File: src/rtl/ila_pkg.sv
// Shared capture-state encoding and default widths for the capture buffer writer.
package ila_pkg;

   localparam int DEF_DATA_WIDTH = 8;
   localparam int DEF_ADDR_WIDTH = 4;
   localparam int DEF_TS_WIDTH   = 32;

   typedef enum logic [1:0] {
      ST_IDLE  = 2'd0,
      ST_ARMED = 2'd1,
      ST_POST  = 2'd2,
      ST_DONE  = 2'd3
   } capture_state_t;

endpackage

File: src/rtl/capture_ram.sv
// Simple dual-port sample RAM: synchronous write, registered read (old data on collision).
module capture_ram
   import ila_pkg::*;
#(
   parameter int DATA_WIDTH = DEF_DATA_WIDTH,
   parameter int ADDR_WIDTH = DEF_ADDR_WIDTH
) (
   input  logic                  clk,
   input  logic                  reset,
   input  logic                  we,
   input  logic [ADDR_WIDTH-1:0] waddr,
   input  logic [DATA_WIDTH-1:0] wdata,
   input  logic [ADDR_WIDTH-1:0] raddr,
   output logic [DATA_WIDTH-1:0] rdata
);

   localparam int MEMORY_SIZE = 2**ADDR_WIDTH;

   logic [DATA_WIDTH-1:0] mem [MEMORY_SIZE];

   // Storage is deliberately left out of reset so it maps onto RAM primitives.
   always_ff @(posedge clk) begin
      if (we) mem[waddr] <= wdata;
   end

   always_ff @(posedge clk or negedge reset) begin
      if (!reset) rdata <= '0;
      else        rdata <= mem[raddr];
   end

endmodule

File: src/rtl/capture_write_ctrl.sv
// Trigger-aware capture-buffer writer: circular RAM plus arm/trigger/post-trigger FSM.
// Optional trigger timestamp output enabled by defining ILA_TRIG_TIMESTAMP_EN.
//
// state    | meaning
// ST_IDLE  | waiting for arm, no RAM writes
// ST_ARMED | writing pre-trigger history, watching for a qualified trigger
// ST_POST  | writing post-trigger samples until the counter runs out
// ST_DONE  | capture frozen, read port only
module capture_write_ctrl
   import ila_pkg::*;
#(
   parameter int DATA_WIDTH = DEF_DATA_WIDTH,
   parameter int ADDR_WIDTH = DEF_ADDR_WIDTH
`ifdef ILA_TRIG_TIMESTAMP_EN
   , parameter int TS_WIDTH = DEF_TS_WIDTH
`endif
) (
   input  logic                  clk,
   input  logic                  reset,
   input  logic                  arm,
   input  logic [ADDR_WIDTH-1:0] post_count,
   input  logic                  write_enable,
   input  logic [DATA_WIDTH-1:0] data,
   input  logic                  trigger,
   input  logic [ADDR_WIDTH-1:0] raddr,
   output logic [DATA_WIDTH-1:0] rdata,
   output logic [ADDR_WIDTH-1:0] waddr,
   output logic                  primed,
   output logic                  triggered,
   output logic                  done,
   output logic [ADDR_WIDTH-1:0] trig_addr,
   output logic [ADDR_WIDTH-1:0] start_addr
`ifdef ILA_TRIG_TIMESTAMP_EN
   , output logic [TS_WIDTH-1:0] trig_time
`endif
);

   localparam logic [ADDR_WIDTH-1:0] ADDR_LAST = '1;

   capture_state_t        state, state_nxt;
   logic [ADDR_WIDTH-1:0] waddr_nxt, trig_addr_nxt, post_cnt, post_cnt_nxt;
   logic                  primed_nxt, triggered_nxt, wr_en;
`ifdef ILA_TRIG_TIMESTAMP_EN
   logic [TS_WIDTH-1:0]   sample_cnt, sample_cnt_nxt, trig_time_nxt;
`endif

   always_ff @(posedge clk or negedge reset) begin
      if (!reset) begin
         state     <= ST_IDLE;
         waddr     <= '0;
         primed    <= 1'b0;
         triggered <= 1'b0;
         trig_addr <= '0;
         post_cnt  <= '0;
`ifdef ILA_TRIG_TIMESTAMP_EN
         sample_cnt <= '0;
         trig_time  <= '0;
`endif
      end else begin
         state     <= state_nxt;
         waddr     <= waddr_nxt;
         primed    <= primed_nxt;
         triggered <= triggered_nxt;
         trig_addr <= trig_addr_nxt;
         post_cnt  <= post_cnt_nxt;
`ifdef ILA_TRIG_TIMESTAMP_EN
         sample_cnt <= sample_cnt_nxt;
         trig_time  <= trig_time_nxt;
`endif
      end
   end

   always_comb begin
      state_nxt     = state;
      waddr_nxt     = waddr;
      primed_nxt    = primed;
      triggered_nxt = triggered;
      trig_addr_nxt = trig_addr;
      post_cnt_nxt  = post_cnt;
      wr_en         = 1'b0;
`ifdef ILA_TRIG_TIMESTAMP_EN
      sample_cnt_nxt = sample_cnt;
      trig_time_nxt  = trig_time;
`endif
      // arm wins over everything, and the sample in the arm cycle is dropped
      if (arm) begin
         state_nxt     = ST_ARMED;
         waddr_nxt     = '0;
         primed_nxt    = 1'b0;
         triggered_nxt = 1'b0;
         trig_addr_nxt = '0;
         post_cnt_nxt  = post_count;
`ifdef ILA_TRIG_TIMESTAMP_EN
         sample_cnt_nxt = '0;
         trig_time_nxt  = '0;
`endif
      end else if (write_enable && (state == ST_ARMED || state == ST_POST)) begin
         wr_en     = 1'b1;
         waddr_nxt = waddr + ADDR_WIDTH'(1);
         if (waddr == ADDR_LAST) primed_nxt = 1'b1;
`ifdef ILA_TRIG_TIMESTAMP_EN
         sample_cnt_nxt = sample_cnt + TS_WIDTH'(1);
`endif
         if (state == ST_ARMED) begin
            if (trigger) begin
               trig_addr_nxt = waddr;
               triggered_nxt = 1'b1;
`ifdef ILA_TRIG_TIMESTAMP_EN
               trig_time_nxt = sample_cnt;
`endif
               state_nxt = (post_cnt == '0) ? ST_DONE : ST_POST;
            end
         end else begin
            post_cnt_nxt = post_cnt - ADDR_WIDTH'(1);
            if (post_cnt == ADDR_WIDTH'(1)) state_nxt = ST_DONE;
         end
      end
   end

   assign done       = (state == ST_DONE);
   assign start_addr = primed ? waddr : '0;

   capture_ram #(
      .DATA_WIDTH (DATA_WIDTH),
      .ADDR_WIDTH (ADDR_WIDTH)
   ) u_ram (
      .clk   (clk),
      .reset (reset),
      .we    (wr_en),
      .waddr (waddr),
      .wdata (data),
      .raddr (raddr),
      .rdata (rdata)
   );

endmodule
File: config.mk
export PLATFORM = sky130hd
export DESIGN_NAME = capture_write_ctrl
export DESIGN_NICKNAME = d
export VERILOG_FILES = /design/src/rtl/ila_pkg.sv /design/src/rtl/capture_ram.sv /design/src/rtl/capture_write_ctrl.sv
export SDC_FILE = /design/constraint.sdc
export NUM_CORES = 1
export LEC_CHECK = 0
export BUFFER_PORTS_ARGS = -buffer_cell sky130_fd_sc_hd__buf_2
export CAP_MARGIN = 10
export CELL_PAD_IN_SITES_DETAIL_PLACEMENT = 2
export CELL_PAD_IN_SITES_GLOBAL_PLACEMENT = 2
export CORE_MARGIN = 4
export CORE_UTILIZATION = 38
export CTS_CLUSTER_DIAMETER = 100
export DETAILED_ROUTE_END_ITERATION = 12
export MAX_ROUTING_LAYER = met4
export PLACE_DENSITY_LB_ADDON = 0.08
export SYNTH_ARGS = -nofsm -noshare
export SYNTH_HDL_FRONTEND = slang
export SYNTH_HIERARCHICAL = 1
export SYNTH_SLANG_ARGS = --single-unit
File: constraint.sdc
create_clock -name clk -period 2.8 [get_ports clk]
set_input_delay 0.28 -clock clk [delete_from_list [all_inputs] [get_ports clk]]
set_output_delay 0.28 -clock clk [all_outputs]
set_load 0.01 [all_outputs]
==> out/summary.txt <==
CP Cell Sequence - ha_1 > nand2b_1 > nor2_1 > or3b_2 > nor3_1 > buf_4
CTS Buffer Depth - 2
Netlist cell types - 41
Fin area - 0.00720 mm²
Die H - 134 µm
Fin. max-slew vios - 0
Multiplexer area fraction after synthesis - 0.136
Post-DP Area - 0.00660 mm²
Hold buffers post-CTS - 1
Syn Std Cell Area - 0.00605 mm²
Max_cap viols - 0
Cell count after synthesis - 312
Via Count - 3223
Ys async rst share - 0.158
Worst Tran Pin Value - 757 ps
Final setup margin - 340 ps
Final hold vios - 0
Ratio of cells with drive above 1 in the final layout - 0.298
Peak supply drop - 0.460 mV
Synth Net Count - 338
Nets - 409
R2R setup slack - 340 ps
Die Wd - 134 µm
Post-CTS Setup Bufs - 0
# clock sinks - 152
Vias in the first global route - 3535
Area Overhead vs Synth - 19.1%
Largest family of logic cells by synthesized area - multiplexers
Grt ovf - 0
RSZ-0062 raised after global routing - no
Post-Syn Area per Cell - 19.4 µm²
Post-route ant nets - 0
Yosys warns - 6
Tot GR Track Use - 0.179
Worst setup EP type - flip-flop
DRT iter0 DRCs - 235
EDFF count, synth - 128
Setup TNS - 0 ps
Simple-Gate Fraction of Synth Area - 0.0602
CTS tree - built
Worst-path clk slew - 60 ps
Initial Util - 0.394
Clk_lat worst skew - 420 ps
Core ar. - 0.0154 mm²
Root Driver - clkbuf_16
First-pass GRT wire length - 22.4 mm
HPWL Detailed - 9.66 mm
Drt pass-1 iters - 5
CTS resizes - 0
Crit path max-delay cell type - or3b_2
DR WL/cell - 24.2 µm
Largest net degree at the start of global routing - 33
CP required - 2930 ps
Post-Place Setup Slack - 342 ps
Ant diodes - 0
Pwr/cell area - 736 mW/mm²
Static Leak - 2.60 nW
Worst Path Max Fanout - 8
Clk_skew - 13.3 ps
Crit-path max cell delay - 520 ps
Final setup violation count - 0
Post-synthesis xor/xnor area fraction - 0.00579
H-tree level count - 4
GP Congestion - 0.750
#FFs+latches synth - 152
Primary FF master, synth - edfxtp_1
PnR Total Power - 5.30 mW
Critical path class - flip-flop to flip-flop
Min-Delay Path Class - input port to flip-flop
TritonCTS buffer count - 17
Initial antenna violation count - 0
Adder-cell share of the synthesized area - 0.0103
Compound-Gate Fraction of Synth Area - 0.0347
Period Utilization, post-route - 0.878
Fmax - 0.407 GHz
# DRC - 0
Outcome - finished clean
Vias per cell - 5.31
Period minus WS final - 2460 ps
Die area - 0.0180 mm²
FP Rows - 45
IO buf count - 43
Type of origin of the critical path - flip-flop
Routed wire length - 14.7 mm
Seq/Total Area, Yosys - 0.735
I/O Pins - 44
Rel. slew slack - 0.495
Critical Path AT - 2590 ps
cell families after synthesis:
group | after synthesis
flops | 152
fa+ha+maj | 5
compound gates | 30
buf+inv | 16
simple gates | 68
xor+xnor | 4
mux | 37
worst paths after layout:
path / endpoint / startpoint / depth (start not counted)
max in group asynchronous: waddr[3]$_DFFE_PN0P_ / reset / 2
min in group asynchronous: post_cnt[0]$_DFFE_PN0P_ / reset / 2
worst max-delay path: u_ram/mem[0][4]$_DFFE_PP_ / state[0]$_DFFE_PN0P_ / 6
worst min-delay path: post_cnt[2]$_DFFE_PN0P_ / post_count[2] / 3
worst min register to register: trig_addr[3]$_DFFE_PN0P_ / trig_addr[3]$_DFFE_PN0P_ / 2
worst max register to register: u_ram/mem[0][4]$_DFFE_PP_ / state[0]$_DFFE_PN0P_ / 6
report_power, final:
group          total, mW  internal (mW)  switching [mW]
registers           2.58           2.52          0.0616
clock network       2.30           1.42           0.878
logic              0.418          0.175           0.243
through the flow:
| stage | hold slack (ps) | util | instances |
|---|---|---|---|
| 2_1_floorplan | -15.6 | - | 312 |
| 3_3_place_gp | 389 | 0.429 | 574 |
| 3_5_place_dp | 394 | 0.429 | 574 |
| 4_1_cts | 44.1 | 0.469 | 607 |
| 5_1_grt | 60.6 | 0.469 | 607 |
| 6_report | 61.8 | 0.469 | 607 |
placed cells by master (no fill, tap or decap), types with 2 or more instances in the layout:
master	netlist	layout
ha_1	5	5
nand2_1	14	14
inv_1	4	4
clkinv_2	0	4
clkinvlp_4	0	3
mux4_1	14	14
or3_1	2	2
nor2b_1	2	2
nand3_1	2	2
o21ai_0	4	4
nand2b_1	4	4
clkbuf_16	0	17
nand3b_1	3	3
and2b_1	2	2
or3b_2	2	2
a21oi_1	4	4
bufinv_16	0	3
dfrtp_1	24	24
nor2_1	21	21
and2_1	5	5
edfxtp_1	128	128
xnor2_1	3	3
mux2i_1	4	4
nor3b_1	2	2
buf_2	3	43
nor3_1	4	4
buf_4	1	19
mux4_2	18	18
a22oi_1	16	16
clkbuf_1	2	2
critical path: cells and delay by family, from the launching register on:
family                     cells  cell delay (ps)
DFF                            1              410
adders and majority gates      1              370
and+or+nand+nor                4             1170
buffers and inverters          1              200
cell type report:
class	count	area, µm²
multi-input cells	144	1500
flip-flops and latches	152	4440
fillers	1440	8170
inverters	4	15.0
clock buffers	20	447
well taps	211	264
repair buffers	64	388
clock inverters	12	150
synthesized netlist by cell type, types with 2 or more instances:
library cell,count,share of area
a22oi_1,16,0.020
edfxtp_1,128,0.64
ha_1,5,0.010
nand2_1,14,0.0087
and2b_1,2,0.0025
dfrtp_1,24,0.099
inv_1,4,0.0025
mux4_1,14,0.061
nor2b_1,2,0.0021
buf_6,3,0.0056
nand3_1,2,0.0017
mux4_2,18,0.067
mux2i_1,4,0.0066
o21ai_0,4,0.0033
buf_2,3,0.0025
xnor2_1,3,0.0043
and2_1,5,0.0052
nor3_1,4,0.0033
or3b_2,2,0.0029
a21oi_1,4,0.0033
clkbuf_1,2,0.0012
nor3b_1,2,0.0025
nor2_1,21,0.013
clkdlybuf4s25_2,3,0.0050
nand3b_1,3,0.0037
or3_1,2,0.0021
nand2b_1,4,0.0041
registers in the layout, summed over array words and instances, names as in the netlist:
name / cells
post_cnt: 4
primed: 1
state: 2
trig_addr: 4
triggered: 1
u_ram/mem: 128
u_ram/rdata: 8
waddr: 4
per-layer routing:
layer	share of wire	vias up	GRT usage	routed length, µm
met5	0	-	-	0
met4	0.013	0	0.0611	196
met3	0.039	15	0.0416	566
met2	0.51	81	0.284	7450
met1	0.44	1721	0.229	6470
li1	-	1406	-	-
Power figures use the tool's default switching activity.
